===== src/rtl/fx_pkg.sv =====
// Shared types and sizing for the fixed-point operand fetch stage.
package fx_pkg;

  localparam int unsigned REG_SIZE     = 64;
  localparam int unsigned GPR_ADDR_W   = 6;
  localparam int unsigned NUM_RD_PORTS = 3;
  localparam int unsigned NUM_WR_PORTS = 4;

  typedef enum logic [2:0] {
    IDLE  = 3'd0,
    RD1   = 3'd1,
    RD2   = 3'd2,
    CAP   = 3'd3,
    VALID = 3'd4
  } fx_state_e;

endpackage


===== src/rtl/fx_bypass_match.sv =====
// Compares one source GPR address against every snooped write port and returns
// the value of the highest-numbered matching port.
module fx_bypass_match
  import fx_pkg::*;
#(
  parameter int unsigned DATA_W = REG_SIZE,
  parameter int unsigned ADDR_W = GPR_ADDR_W
) (
  input  logic [ADDR_W-1:0]                   srcAddr_i,
  input  logic [NUM_WR_PORTS-1:0]             wrEn_i,
  input  logic [NUM_WR_PORTS-1:0][ADDR_W-1:0] wrAddr_i,
  input  logic [NUM_WR_PORTS-1:0][DATA_W-1:0] wrVal_i,
  output logic                                hit_o,
  output logic [DATA_W-1:0]                   val_o
);

  // Ascending scan so a later (higher) port overrides an earlier match.
  always_comb begin
    hit_o = 1'b0;
    val_o = '0;
    for (int p = 0; p < NUM_WR_PORTS; p++) begin
      if (wrEn_i[p] && (wrAddr_i[p] == srcAddr_i)) begin
        hit_o = 1'b1;
        val_o = wrVal_i[p];
      end
    end
  end

endmodule


===== src/rtl/fx_operand_fetch.sv =====
// Operand fetch: latches an issued instruction, reads up to three GPRs and hands
// operands plus payload to execute. Define FX_OPFETCH_BYPASS_EN to forward snooped writes.
module fx_operand_fetch
  import fx_pkg::*;
#(
  parameter int unsigned regSize           = REG_SIZE,
  parameter int unsigned numGPRAddressBits = GPR_ADDR_W,
  parameter int unsigned payloadWidth      = 32
) (
  input  logic                         clock_i,
  input  logic                         reset_i,
  input  logic                         flush_i,
  input  logic                         inValid_i,
  output logic                         inReady_o,
  input  logic [2:0]                   inSrcEn_i,
  input  logic [numGPRAddressBits-1:0] inSrc1Addr_i,
  input  logic [numGPRAddressBits-1:0] inSrc2Addr_i,
  input  logic [numGPRAddressBits-1:0] inSrc3Addr_i,
  input  logic [payloadWidth-1:0]      inPayload_i,
  output logic                         gprRead1En_o,
  output logic                         gprRead2En_o,
  output logic                         gprRead3En_o,
  output logic [numGPRAddressBits-1:0] gprReadAddr1_o,
  output logic [numGPRAddressBits-1:0] gprReadAddr2_o,
  output logic [numGPRAddressBits-1:0] gprReadAddr3_o,
  input  logic [regSize-1:0]           gprRead1_i,
  input  logic [regSize-1:0]           gprRead2_i,
  input  logic [regSize-1:0]           gprRead3_i,
  input  logic                         gprWrite1En_i,
  input  logic                         gprWrite2En_i,
  input  logic                         gprWrite3En_i,
  input  logic                         gprWrite4En_i,
  input  logic [numGPRAddressBits-1:0] gprWriteAddr1_i,
  input  logic [numGPRAddressBits-1:0] gprWriteAddr2_i,
  input  logic [numGPRAddressBits-1:0] gprWriteAddr3_i,
  input  logic [numGPRAddressBits-1:0] gprWriteAddr4_i,
  input  logic [regSize-1:0]           gprWrite1Val_i,
  input  logic [regSize-1:0]           gprWrite2Val_i,
  input  logic [regSize-1:0]           gprWrite3Val_i,
  input  logic [regSize-1:0]           gprWrite4Val_i,
  output logic                         outValid_o,
  input  logic                         outReady_i,
  output logic [regSize-1:0]           outOp1_o,
  output logic [regSize-1:0]           outOp2_o,
  output logic [regSize-1:0]           outOp3_o,
  output logic [payloadWidth-1:0]      outPayload_o
);

  fx_state_e                                       state_q;
  logic [NUM_RD_PORTS-1:0]                         srcEn_q;
  logic [NUM_RD_PORTS-1:0][numGPRAddressBits-1:0]  srcAddr_q;
  logic [payloadWidth-1:0]                         payload_q;
  logic [NUM_RD_PORTS-1:0][regSize-1:0]            op_q;
  logic [NUM_RD_PORTS-1:0]                         fwdHit_q;
  logic [NUM_RD_PORTS-1:0][regSize-1:0]            fwdVal_q;

  logic [NUM_RD_PORTS-1:0][regSize-1:0]            rdData;
  logic [NUM_RD_PORTS-1:0]                         hit;
  logic [NUM_RD_PORTS-1:0][regSize-1:0]            hitVal;
  logic [NUM_RD_PORTS-1:0][regSize-1:0]            capVal;

  assign rdData = {gprRead3_i, gprRead2_i, gprRead1_i};

`ifdef FX_OPFETCH_BYPASS_EN
  logic [NUM_WR_PORTS-1:0]                         wrEn;
  logic [NUM_WR_PORTS-1:0][numGPRAddressBits-1:0]  wrAddr;
  logic [NUM_WR_PORTS-1:0][regSize-1:0]            wrVal;
  logic [NUM_RD_PORTS-1:0]                         matchHit;

  assign wrEn   = {gprWrite4En_i, gprWrite3En_i, gprWrite2En_i, gprWrite1En_i};
  assign wrAddr = {gprWriteAddr4_i, gprWriteAddr3_i, gprWriteAddr2_i, gprWriteAddr1_i};
  assign wrVal  = {gprWrite4Val_i, gprWrite3Val_i, gprWrite2Val_i, gprWrite1Val_i};

  for (genvar n = 0; n < NUM_RD_PORTS; n++) begin : g_match
    fx_bypass_match #(
      .DATA_W (regSize),
      .ADDR_W (numGPRAddressBits)
    ) u_match (
      .srcAddr_i (srcAddr_q[n]),
      .wrEn_i    (wrEn),
      .wrAddr_i  (wrAddr),
      .wrVal_i   (wrVal),
      .hit_o     (matchHit[n]),
      .val_o     (hitVal[n])
    );
  end

  // Disabled sources never forward, so their operand stays zero.
  assign hit = matchHit & srcEn_q;
`else
  logic unused_snoop;

  assign hit          = '0;
  assign hitVal       = '0;
  assign unused_snoop = ^{gprWrite1En_i, gprWrite2En_i, gprWrite3En_i, gprWrite4En_i,
                          gprWriteAddr1_i, gprWriteAddr2_i, gprWriteAddr3_i, gprWriteAddr4_i,
                          gprWrite1Val_i, gprWrite2Val_i, gprWrite3Val_i, gprWrite4Val_i};
`endif

  // A write seen on the capture edge is newer than anything remembered from RD1/RD2.
  always_comb begin
    capVal = '0;
    for (int n = 0; n < NUM_RD_PORTS; n++) begin
      if (!srcEn_q[n])       capVal[n] = '0;
      else if (hit[n])       capVal[n] = hitVal[n];
      else if (fwdHit_q[n])  capVal[n] = fwdVal_q[n];
      else                   capVal[n] = rdData[n];
    end
  end

  always_ff @(posedge clock_i or posedge reset_i) begin
    if (reset_i) begin
      state_q   <= IDLE;
      srcEn_q   <= '0;
      srcAddr_q <= '0;
      payload_q <= '0;
      op_q      <= '0;
      fwdHit_q  <= '0;
      fwdVal_q  <= '0;
    end else if (flush_i) begin
      state_q  <= IDLE;
      fwdHit_q <= '0;
    end else begin
      unique case (state_q)
        IDLE: begin
          if (inValid_i) begin
            srcEn_q   <= inSrcEn_i;
            srcAddr_q <= {inSrc3Addr_i, inSrc2Addr_i, inSrc1Addr_i};
            payload_q <= inPayload_i;
            fwdHit_q  <= '0;
            state_q   <= RD1;
          end
        end
        RD1, RD2: begin
          for (int n = 0; n < NUM_RD_PORTS; n++) begin
            if (hit[n]) begin
              fwdHit_q[n] <= 1'b1;
              fwdVal_q[n] <= hitVal[n];
            end
          end
          state_q <= (state_q == RD1) ? RD2 : CAP;
        end
        CAP: begin
          op_q    <= capVal;
          state_q <= VALID;
        end
        VALID: begin
          for (int n = 0; n < NUM_RD_PORTS; n++) begin
            if (hit[n]) op_q[n] <= hitVal[n];
          end
          if (outReady_i) state_q <= IDLE;
        end
        default: state_q <= IDLE;
      endcase
    end
  end

  assign inReady_o      = (state_q == IDLE);
  assign outValid_o     = (state_q == VALID);
  assign gprRead1En_o   = (state_q == RD1) & srcEn_q[0];
  assign gprRead2En_o   = (state_q == RD1) & srcEn_q[1];
  assign gprRead3En_o   = (state_q == RD1) & srcEn_q[2];
  assign gprReadAddr1_o = srcAddr_q[0];
  assign gprReadAddr2_o = srcAddr_q[1];
  assign gprReadAddr3_o = srcAddr_q[2];
  assign outOp1_o       = op_q[0];
  assign outOp2_o       = op_q[1];
  assign outOp3_o       = op_q[2];
  assign outPayload_o   = payload_q;

endmodule


===== config.mk =====
export PLATFORM = sky130hd
export DESIGN_NAME = fx_operand_fetch
export DESIGN_NICKNAME = d
export VERILOG_FILES = /design/src/rtl/fx_pkg.sv /design/src/rtl/fx_bypass_match.sv /design/src/rtl/fx_operand_fetch.sv
export SDC_FILE = /design/constraint.sdc
export NUM_CORES = 1
export LEC_CHECK = 0
export CORE_AREA = 8 8 294 296
export CTS_BUF_LIST = sky130_fd_sc_hd__clkbuf_16
export CTS_CLUSTER_DIAMETER = 200
export DETAILED_ROUTE_END_ITERATION = 10
export DIE_AREA = 0 0 302 304
export PLACE_DENSITY_LB_ADDON = 0.25
export SLEW_MARGIN = 40
export SYNTH_ARGS = -nofsm -noshare
export SYNTH_HDL_FRONTEND = slang
export SYNTH_SLANG_ARGS = --single-unit
export TNS_END_PERCENT = 30

===== constraint.sdc =====
create_clock -name clock_i -period 10.8 [get_ports clock_i]
set_clock_uncertainty 0.15 [all_clocks]
set_input_delay 2.16 -clock clock_i [delete_from_list [all_inputs] [get_ports clock_i]]
set_output_delay 2.16 -clock clock_i [all_outputs]
set_load 0.005 [all_outputs]

==> metrics.log, run 1 <==
[metrics] remaining design rule violation count: 0
[metrics] DR vias: around 8.5k
[metrics] remaining global-route overflow: 0
[metrics] Die Outline Area: ~90000 sq um
[metrics] Worst Reg2Reg Path Length in Cells: 4
[metrics] summed instance area of the synthesized netlist: 9773 sq um
[metrics] switch share: 31.00%
[metrics] number of placed cells counting well taps: approximately 2.5k
[metrics] HP Class: flip-flop to flip-flop
[metrics] height of the die: 304 um
[metrics] fraction of the core area covered by cells at the end of the flow: 20.70%
[metrics] share of Yosys cell area claimed by the top area cell type: 63.50%
[metrics] sequential share of the synthesized area: a little under two thirds
[metrics] Clock power frac: 31.1%
[metrics] total I/O pin count: 781
[metrics] final number of max-transition violations: 0
[metrics] number of nets in the layout: 1974
[metrics] final period utilization: about 45%
[metrics] number of standard cells after synthesis: about 960
[metrics] number of synthesized flops with an enable pin: 0
[metrics] vias per cell: about 3.3
[metrics] HPWL Detailed: roughly 34 mm
[metrics] Root Driver: sky130_fd_sc_hd__clkbuf_16
[metrics] share of flip-flops with an asynchronous set or reset after synthesis: 100.0%
[metrics] Worst EP required: 8490 ps
[metrics] hold path startpoint: outOp3_o[14]
[metrics] worst slack at placement: approximately 6100 ps
[metrics] core area: roughly 82000 sq um
[metrics] most common cell after layout, fill and taps aside: sky130_fd_sc_hd__clkdlybuf4s50_1
[metrics] time the final worst path needs with I/O delays and setup: around 4800 ps
[metrics] post-CTS resize count: 0
[metrics] first-pass iteration count of the detailed router: 5
[metrics] Maximum Capacitance Violations: 0
[metrics] Starting DRT DRC Count: 313
[metrics] CTS Buf Count: 36
[metrics] number of endpoints with negative hold slack in the final report: 0
[metrics] Clock Sink Count: 248
[metrics] internal power of the cells: ~0.0024 W
[metrics] IR Drop Worst-Case VDD: between 0.1 and 0.15 mV
[metrics] yosys synthesis warning count: 0
[metrics] first-pass GRT wire length: between 60 and 70 mm
[metrics] startpoint of the most critical register-to-register path: state_q[0]
[metrics] worst setup slack for register-to-register paths: around 8700 ps
[metrics] worst skew pair latency: 540 ps
[metrics] clock tree from TritonCTS: built
[metrics] initial cell density of the core: between 10% and 20%
[metrics] Final TNS setup: 0 ps
[metrics] DIE WIDTH: 302 um
[metrics] setup repair after global routing missed its margin: no
[metrics] post-route standard cell area excluding fillers: about 17000 sq um
[metrics] number of buffers inserted by post-CTS setup repair: 0
[metrics] placed cell areas: between 15000 and 20000 sq um
[metrics] antenna viol nets, final: 0
[metrics] synthesized net count: ~1.5k
[metrics] Worst Hold Path EP: outOp3_o[14]
[metrics] antenna violations before repair: 6
[metrics] Startpoint Class: flip-flop
[metrics] final weighted congestion of routability-driven global placement: 0.7409
[metrics] maximum clock insertion buffer count: 3
[metrics] hold-fix buffers at CTS: 0
[metrics] net switching power of the design: around 0.0011 W
[metrics] slew at the pin closest to its max-slew limit: 767.9 ps
[metrics] CTS clock-pin slew for the worst setup and hold paths: about 60 ps
[metrics] Layout area overhead: 72.83%
[metrics] total wire length: approximately 46 mm
[metrics] Worst setup EP type: output port
[metrics] min setup slack post-route: between 5000 and 6000 ps
[metrics] GRT Overall Usage: under 10%
[metrics] Data arrival, critical path: 2520 ps
[metrics] reg-to-reg endpoint: outPayload_o[15]
[metrics] cell count of the worst hold path: 2
[metrics] commonest register cell after synthesis: sky130_fd_sc_hd__dfrtp_1
[metrics] number of buffer cells added on primary ports: 496
[metrics] via count of the first global-routing pass: approximately 9.2k
[metrics] ratio of total power to cell area: 208.0 nW/um^2
[metrics] Row Count: 105
[metrics] pin count of the biggest net entering global routing: ~200
[metrics] leakage power summed over all cells: 6.893 nW
[metrics] WS Path Type: flip-flop to output port
[metrics] Max Clk Rate: 206.9 MHz
[metrics] ratio of cells with drive above 1 in the final layout: just over 8%
[metrics] result of the run: completed
[metrics] commonest cells after routing, fill and taps aside: 496 x sky130_fd_sc_hd__clkdlybuf4s50_1, 384 x sky130_fd_sc_hd__nand2_1, 245 x sky130_fd_sc_hd__dfrtp_1
[metrics] mean routed wirelength per cell: about 18 um
[metrics] total number of H-tree levels: 2
[metrics] Reg power frac: 37.8%
[metrics] setup violators final: 0
[metrics] fin cells: ~2.5k
[metrics] highest fanout seen on the critical path: 7
[metrics] cell type contributing the most total cell area after synthesis: sky130_fd_sc_hd__dfrtp_1
[metrics] Post-Syn Area per Cell: 10.14 sq um
[metrics] leading cell types by total area after synthesis: sky130_fd_sc_hd__dfrtp_1 64%, sky130_fd_sc_hd__nand2_1 15%, sky130_fd_sc_hd__o21ai_1 8.3%
[metrics] max_slew headroom: between 40% and 50%
[metrics] post-synthesis register bit count: 248
[metrics] unique cell type count in the Yosys netlist: 21
[metrics] combinational fraction of design power: 31.2%
-- cell families (layout without fill, tap and decap cells) --
kind of cell           Yosys count  in the layout  share of synthesized area, %
AND/OR/NAND/NOR                398            398                         15.70
flip-flops                     248            248                         63.50
other                            0              2                             0
XOR/XNOR                         1              1                       0.08963
buffers and inverters           70            573                         4.673
AO/OA/AOI/OAI                  194            194                         9.935
multiplexers                    53             53                         6.107
-- registers in the layout, indices dropped and copies added, names as in the netlist --
register and cells:
gprReadAddr1_o 6, gprReadAddr2_o 6, gprReadAddr3_o 6, outOp1_o 64, outOp2_o 64, outOp3_o 64, outPayload_o 32, srcEn_q 3
state_q 3
-- area by class of cell --
| type | count | area, sq um |
|---|---|---|
| fill | 8923 | 64690 |
| sequential | 248 | 6210 |
| timing repair buffer | 507 | 5124 |
| multi-input combinational | 646 | 3127 |
| tap | 1070 | 1339 |
| clock buffer | 37 | 925.9 |
| clock inverter | 28 | 145.1 |
| inverter | 1 | 16.27 |
| antenna | 2 | 5.005 |
-- cell usage after synthesis, types with 2 or more instances --
library cell / count
sky130_fd_sc_hd__buf_2: 4
sky130_fd_sc_hd__buf_6: 24
sky130_fd_sc_hd__clkbuf_1: 38
sky130_fd_sc_hd__nand2_1: 384
sky130_fd_sc_hd__nand3b_1: 2
sky130_fd_sc_hd__mux2_2: 53
sky130_fd_sc_hd__nor3_1: 2
sky130_fd_sc_hd__o21ai_0: 31
sky130_fd_sc_hd__and2_1: 4
sky130_fd_sc_hd__buf_4: 2
sky130_fd_sc_hd__dfrtp_1: 248
sky130_fd_sc_hd__nor2_1: 2
sky130_fd_sc_hd__o21ai_1: 162
-- power groups by stage --
stage | sequential [W] | combinational (W) | clock, W
after floorplan | 0.00133 | 0.000315 | 0
after global placement | 0.00134 | 0.00113 | 0
after detailed placement | 0.00134 | 0.00113 | 0
after CTS | 0.00133 | 0.00114 | 0.00116
after global routing | 0.00137 | 0.00122 | 0.00119
final | 0.00133 | 0.00110 | 0.00109
-- worst max-delay path, stage by stage, from the launching register on --
cell	delay (ps)
sky130_fd_sc_hd__dfrtp_1	510
sky130_fd_sc_hd__nor3b_1	610
sky130_fd_sc_hd__and2_1	310
sky130_fd_sc_hd__clkdlybuf4s50_1	560
-- metal layers --
metal  global-route usage, %  part of all wire, %  vias to the layer above
li1                        -                    -                     4089
met1                   11.76                   42                     3947
met2                   14.58                   43                      399
met3                   5.340                   13                       53
met4                   2.619                  2.1                        4
met5                       0                0.059                        -
-- worst max path at each step --
stage / cells after the start / slack [ps] / end / startpoint
finish: 3 / 5970 / gprRead2En_o / state_q[0]
global route: 3 / 5700 / gprRead1En_o / state_q[0]
CTS: 3 / 5740 / gprRead2En_o / state_q[0]
detailed placement: 4 / 6130 / srcEn_q[2] / reset_i
global placement: 4 / 5810 / srcEn_q[2] / reset_i
floorplan: 1 / 1680 / gprReadAddr1_o[0] / reset_i
-- metrics by stage --
| step | hold WS, ps | power (W) |
|---|---|---|
| final | 332.7 | 0.003513 |
| after global routing | 350.8 | 0.003770 |
| after CTS | 337.2 | 0.003633 |
| after detailed placement | 324.7 | 0.002476 |
| after global placement | 319.6 | 0.002470 |
| after floorplan | 323.3 | 0.001649 |
No activity file was read; power rests on OpenSTA's default activity.
==> run 2: changes to the inputs <==
==> constraint.sdc (replaced) <==
create_clock -name clock_i -period 5 [get_ports clock_i]
set_clock_uncertainty 0.15 [all_clocks]
set_input_delay 1 -clock clock_i [delete_from_list [all_inputs] [get_ports clock_i]]
set_output_delay 1 -clock clock_i [all_outputs]
set_load 0.005 [all_outputs]
==> metrics.log, run 2 (synthesized netlist as in run 1, its figures left out) <==
[metrics] result of the run: completed
[metrics] via count of the first global-routing pass: 9467 (+2.6%)
[metrics] Worst setup EP type: output port
[metrics] Crit path largest cell delay: 550 ps (-60 ps)
[metrics] IR Drop Worst-Case VDD: 0.2062 mV (+80%)
[metrics] time the final worst path needs with I/O delays and setup: ~3500 ps
[metrics] setup repair after global routing missed its margin: no
[metrics] Critical path buffers and inverters: 1 (unchanged)
[metrics] Critical Path Slowest Stage Cell: sky130_fd_sc_hd__clkdlybuf4s50_1
[metrics] HPWL Detailed: 35.00 mm (+2.6%)
[metrics] cell family contributing the most delay on the critical path: simple AND/OR/NAND/NOR gates
[metrics] Worst EP required: 3850 ps (-4640 ps)
[metrics] number of buffer cells added on primary ports: 496 (unchanged)
[metrics] height of the die: 304 um (unchanged)
[metrics] Final TNS setup: 0 ps (unchanged)
[metrics] Layout area overhead: 74.11%
[metrics] first-pass GRT wire length: 66.33 mm (+0.50%)
[metrics] core area: 81580 sq um (unchanged)
[metrics] Die Outline Area: 91810 sq um (unchanged)
[metrics] GRT Overall Usage: 9.626% (-0.030 points)
[metrics] ratio of cells with drive above 1 in the final layout: 9.128% (+0.88 points)
[metrics] DR vias: 8634 (+1.7%)
[metrics] Root Driver: sky130_fd_sc_hd__clkbuf_16
[metrics] commonest cells after routing, fill and taps aside: 496 x sky130_fd_sc_hd__clkdlybuf4s50_1, 384 x sky130_fd_sc_hd__nand2_1, 245 x sky130_fd_sc_hd__dfrtp_1
[metrics] sequential cell area in the final layout: 6210 sq um (unchanged)
[metrics] post-CTS resize count: 0 (unchanged)
[metrics] Startpoint Class: flip-flop
[metrics] remaining design rule violation count: 0 (unchanged)
[metrics] number of endpoints with negative hold slack in the final report: 0 (unchanged)
[metrics] first-pass iteration count of the detailed router: 4 (-1)
[metrics] maximum clock insertion buffer count: 3 (unchanged)
[metrics] total wire length: 45.07 mm (-1.5%)
[metrics] Clock Sink Count: 248 (unchanged)
[metrics] setup violators final: 0 (unchanged)
[metrics] Max Clk Rate: 285.8 MHz
[metrics] worst slack at placement: 1803 ps (-4326 ps)
[metrics] area of the multi-input gates: 3132 sq um (+0.16%)
[metrics] mean routed wirelength per cell: 17.66 um (-2.1%)
[metrics] HP Class: flip-flop to flip-flop
[metrics] final weighted congestion of routability-driven global placement: 0.7430 (+0.28%)
[metrics] total I/O pin count: 781 (unchanged)
[metrics] min setup slack post-route: 1501 ps (-4465 ps)
[metrics] DIE WIDTH: 302 um (unchanged)
[metrics] antenna viol nets, final: 0 (unchanged)
[metrics] CTS clock-pin slew for the worst setup and hold paths: 60 ps (about the same)
[metrics] hold-fix buffers at CTS: 0 (unchanged)
[metrics] worst skew pair latency: 520 ps (-20 ps)
[metrics] ratio of total power to cell area: 445.3 nW/um^2 (+110%)
[metrics] total number of H-tree levels: 2 (unchanged)
[metrics] Maximum Capacitance Violations: 0 (unchanged)
[metrics] clock tree from TritonCTS: built
[metrics] final number of max-transition violations: 0 (unchanged)
[metrics] Starting DRT DRC Count: 253 (-19%)
[metrics] highest fanout seen on the critical path: 7 (unchanged)
[metrics] Row Count: 105 (unchanged)
[metrics] number of nets in the layout: 1988 (+0.71%)
[metrics] antenna violations before repair: 4 (-2)
[metrics] slew at the pin closest to its max-slew limit: 777.8 ps (+9.932 ps)
[metrics] pin count of the biggest net entering global routing: 78 (-61%)
[metrics] Data arrival, critical path: 2350 ps (-170 ps)
[metrics] fill count: 8890 (-0.37%)
[metrics] number of buffers inserted by post-CTS setup repair: 0 (unchanged)
[metrics] vias per cell: 3.382 (+1.1%)
[metrics] max_slew headroom: 48.15% (-0.66 points)
[metrics] crit path cell chain: nor3b_2 > and2_1 > clkdlybuf4s50_1
[metrics] initial cell density of the core: 11.98% (unchanged)
[metrics] most common cell after layout, fill and taps aside: sky130_fd_sc_hd__clkdlybuf4s50_1
[metrics] CTS Buf Count: 34 (-5.6%)
[metrics] final period utilization: between 60% and 70%
[metrics] remaining global-route overflow: 0 (unchanged)
[metrics] leakage power summed over all cells: 6.976 nW (+1.2%)
[metrics] WS Path Type: flip-flop to output port
==> run 2: tightest hold or removal path: stages (launching register included) <==
cell,delay [ps]
sky130_fd_sc_hd__dfrtp_1,340
sky130_fd_sc_hd__nand2_1,50
sky130_fd_sc_hd__o21ai_1,60
==> run 2: layer usage <==
layer / wire length, um / global-route usage, % / up-vias
met5: 0 / 0 / -
met4: 1020 / 2.619 / 0
met3: 5510 / 5.020 / 51
met2: 19340 / 14.71 / 390
met1: 19210 / 11.76 / 4065
li1: - / - / 4128
==> run 2: area by class of cell <==
| type | count | area share, % |
|---|---|---|
| Timing Repair Buffer | 523 | 30.90 |
| Inverter | 1 | 0.04412 |
| Sequential cell | 248 | 36.49 |
| Tap cell | 1070 | 7.868 |
| Antenna cell | 4 | 0.05882 |
| Clock inverter | 24 | 0.7868 |
| Clock buffer | 37 | 5.441 |
| Multi-Input combinational cell | 646 | 18.40 |
==> run 2: report_power, final <==
group          switching [W]  total [W]  internal (W)
registers           0.000306    0.00285       0.00254
logic                0.00104    0.00241       0.00137
clock network       0.000940    0.00232       0.00138
==> run 2: final timing paths <==
kind | from | end | slack, ps | cells past startpoint
setup / recovery | state_q[0] | gprRead2En_o | 1500 | 3
hold / removal | outOp3_o[19] | outOp3_o[19] | 330 | 2
setup reg to reg | state_q[2] | outOp2_o[15] | 2920 | 5
hold reg to reg | outOp3_o[19] | outOp3_o[19] | 330 | 2
max in group asynchronous | reset_i | srcEn_q[2] | 2940 | 4
min in group asynchronous | reset_i | outOp1_o[19] | 780 | 2
==> run 2: through the flow <==
step	cells	instance area (sq um)	total power [W]	utilization [%]	hold WS [ps]
4_1_cts	2548	16980	0.007791	20.82	335.6
2_1_floorplan	964	9777	0.003562	-	323.3
6_report	2553	17020	0.007577	20.86	332.2
5_1_grt	2550	17010	0.008130	20.85	362.4
3_3_place_gp	2486	15900	0.005336	19.49	315.2
3_5_place_dp	2487	15920	0.005354	19.52	323.3
==> run 3: changes to the inputs <==
--- a/config.mk
+++ b/config.mk
@@ -5,11 +5,11 @@
 export SDC_FILE = /design/constraint.sdc
 export NUM_CORES = 1
 export LEC_CHECK = 0
-export CORE_AREA = 8 8 294 296
+export CORE_AREA = 8 8 299 301
 export CTS_BUF_LIST = sky130_fd_sc_hd__clkbuf_16
 export CTS_CLUSTER_DIAMETER = 200
 export DETAILED_ROUTE_END_ITERATION = 10
-export DIE_AREA = 0 0 302 304
+export DIE_AREA = 0 0 307 309
 export PLACE_DENSITY_LB_ADDON = 0.25
 export SLEW_MARGIN = 40
 export SYNTH_ARGS = -nofsm -noshare
==> constraint.sdc (replaced) <==
create_clock -name clock_i -period 3 [get_ports clock_i]
set_clock_uncertainty 0.15 [all_clocks]
set_input_delay 0.6 -clock clock_i [delete_from_list [all_inputs] [get_ports clock_i]]
set_output_delay 0.6 -clock clock_i [all_outputs]
set_load 0.005 [all_outputs]
==> metrics.log, run 3 (synthesized netlist as in run 1, its figures left out) <==
[metrics] max_slew headroom: 52.54% (+4.4 points)
[metrics] Worst EP required: 2250 ps (-1600 ps)
[metrics] Layout area overhead: 76.76%
[metrics] Root Driver: sky130_fd_sc_hd__clkbuf_16
[metrics] setup violators final: 0 (unchanged)
[metrics] Critical Path Slowest Stage Cell: sky130_fd_sc_hd__clkdlybuf4s50_1
[metrics] maximum clock insertion buffer count: 3 (unchanged)
[metrics] HP Class: primary input to async pin
[metrics] worst skew pair latency: 520 ps (about the same)
[metrics] antenna violations before repair: 2 (-2)
[metrics] WS Path Type: flip-flop to output port
[metrics] pin count of the biggest net entering global routing: 81 (+3.8%)
[metrics] most common cell after layout, fill and taps aside: sky130_fd_sc_hd__clkdlybuf4s50_1
[metrics] final period utilization: a little over nine tenths
[metrics] Starting DRT DRC Count: 379 (+50%)
[metrics] remaining global-route overflow: 0 (unchanged)
[metrics] height of the die: 309 um (+1.6%)
[metrics] clock tree from TritonCTS: built
[metrics] CTS clock-pin slew for the worst setup and hold paths: 50 ps (about the same)
[metrics] final weighted congestion of routability-driven global placement: 0.7758 (+4.4%)
[metrics] slew at the pin closest to its max-slew limit: 711.9 ps (-65.89 ps)
[metrics] placed cell areas: 16180 sq um (+1.6%)
[metrics] Worst Reg2Reg Path Length in Cells: 4 (-1)
[metrics] Startpoint Class: flip-flop
[metrics] Die Outline Area: 94860 sq um (+3.3%)
[metrics] number of nets in the layout: 2004 (+0.80%)
[metrics] startpoint of the most critical register-to-register path: state_q[0]
[metrics] via count of the first global-routing pass: 9444 (-0.24%)
[metrics] initial cell density of the core: 11.55% (-0.43 points)
[metrics] leakage power summed over all cells: 7.078 nW (+1.5%)
[metrics] Crit path largest cell delay: 540 ps (about the same)
[metrics] first-pass iteration count of the detailed router: 4 (unchanged)
[metrics] routed length on met3: 5.961 mm (+8.2%)
[metrics] Data arrival, critical path: 2070 ps (-280 ps)
[metrics] antenna viol nets, final: 0 (unchanged)
[metrics] setup repair after global routing missed its margin: no
[metrics] core area: 84610 sq um (+3.7%)
[metrics] wl on met1: 19.00 mm (-1.1%)
[metrics] number of buffer cells added on primary ports: 496 (unchanged)
[metrics] worst setup slack for register-to-register paths: 1170 ps (-1750 ps)
[metrics] ratio of total power to cell area: 735.5 nW/um^2 (+65%)
[metrics] ANT cells: 0 (-4)
[metrics] total I/O pin count: 781 (unchanged)
[metrics] crit path cell chain: nor3b_1 > buf_4 > and2_1 > clkdlybuf4s50_1
[metrics] Clock Sink Count: 248 (unchanged)
[metrics] DIE WIDTH: 307 um (+1.7%)
[metrics] routed length on met2: 19.71 mm (+1.9%)
[metrics] mean routed wirelength per cell: 17.36 um (-1.7%)
[metrics] hold-fix buffers at CTS: 0 (unchanged)
[metrics] Max Clk Rate: ~350 MHz
[metrics] remaining design rule violation count: 0 (unchanged)
[metrics] DR vias: 8648 (+0.16%)
[metrics] cell family contributing the most delay on the critical path: buffers and inverters
[metrics] number of endpoints with negative hold slack in the final report: 0 (unchanged)
[metrics] CTS Buf Count: 36 (+5.9%)
[metrics] commonest cells after routing, fill and taps aside: 494 x sky130_fd_sc_hd__clkdlybuf4s50_1, 384 x sky130_fd_sc_hd__nand2_1, 243 x sky130_fd_sc_hd__dfrtp_1
[metrics] time the final worst path needs with I/O delays and setup: 2818 ps
[metrics] final number of max-transition violations: 0 (unchanged)
[metrics] Critical path buffers and inverters: 2 (+1)
[metrics] Maximum Capacitance Violations: 0 (unchanged)
[metrics] HPWL Detailed: 35.83 mm (+2.4%)
[metrics] highest fanout seen on the critical path: 8 (+1)
[metrics] total wire length: 45.77 mm (+1.5%)
[metrics] post-route standard cell area excluding fillers: 17280 sq um (+1.5%)
[metrics] Row Count: 107 (+1.9%)
[metrics] vias per cell: 3.279 (-3.0%)
[metrics] Worst setup EP type: output port
[metrics] ratio of cells with drive above 1 in the final layout: 10.11% (+0.99 points)
[metrics] power consumption: 0.01271 W (+68%)
[metrics] topmost layer with routed signal wires: met5
[metrics] GRT Overall Usage: 9.338% (-0.29 points)
[metrics] IR Drop Worst-Case VDD: 0.3671 mV (+78%)
[metrics] reg-to-reg endpoint: srcEn_q[2]
[metrics] first-pass GRT wire length: 66.72 mm (+0.59%)
[metrics] result of the run: completed
[metrics] total number of H-tree levels: 2 (unchanged)
[run 3: cell types whose count changed in the layout (fill, tap and decap cells not counted), moves of 2 or more]
cell	delta
sky130_fd_sc_hd__buf_12	+5
sky130_fd_sc_hd__inv_1	-3
sky130_fd_sc_hd__clkinv_1	+2
sky130_fd_sc_hd__dfrtp_2	+2
sky130_fd_sc_hd__clkinv_4	+4
sky130_fd_sc_hd__diode_2	-4
sky130_fd_sc_hd__dfrtp_1	-2
sky130_fd_sc_hd__buf_4	+10
sky130_fd_sc_hd__clkinv_2	-2
sky130_fd_sc_hd__clkdlybuf4s50_1	-2
[run 3: how the worst max path moves through the flow]
stage          startpoint           endpoint  slack (ps)  cells after the start
6_report       state_q[2]       gprRead1En_o         180                      4
3_3_place_gp   state_q[0]       gprRead2En_o         500                      4
5_1_grt        state_q[2]       gprRead1En_o          20                      4
4_1_cts        state_q[1]       gprRead3En_o          30                      4
2_1_floorplan     reset_i  gprReadAddr1_o[0]       -1010                      1
3_5_place_dp   state_q[0]       gprRead2En_o         520                      4
[run 3: power by group]
part | internal [W] | total, W | switching (W)
logic | 0.00230 | 0.00402 | 0.00172
clock network | 0.00231 | 0.00391 | 0.00160
registers | 0.00423 | 0.00478 | 0.000543
total | 0.00885 | 0.0127 | 0.00386
[run 3: per-stage QoR]
| step | cells | hold WS [ps] | worst slack [ps] | setup TNS, ps | utilization, % |
|---|---|---|---|---|---|
| after floorplan | 964 | 323.3 | -1010 | -250410 | - |
| after global placement | 2575 | 319.0 | 499.5 | 0 | 19.12 |
| after detailed placement | 2575 | 324.3 | 517.2 | 0 | 19.12 |
| after CTS | 2636 | 265.5 | 31.47 | 0 | 20.39 |
| after global routing | 2637 | 276.6 | 15.65 | 0 | 20.42 |
| final | 2637 | 295.6 | 182.1 | 0 | 20.42 |
[run 3: cell type report]
| class | count | area [sq um] |
|---|---|---|
| timing repair buffer | 537 | 5424 |
| inverter | 1 | 7.507 |
| clock buffer | 37 | 925.9 |
| fill | 9383 | 67340 |
| clock inverter | 24 | 147.6 |
| sequential | 248 | 6212 |
| tap | 1144 | 1431 |
| multi-input combinational | 646 | 3127 |
[run 3: what timing repair did]
item                                    in CTS  in global routing
hold endpoints to repair                     0                  0
endpoints found under the setup margin       2                  2
resized for setup                            2                  2
setup buffers                                0                  0
[run 3: per-layer routing]
metal	global-route usage, %	up-vias
met3	5.154	58
met5	0	-
met1	11.26	4054
met4	2.590	2
li1	-	4149
met2	14.30	385
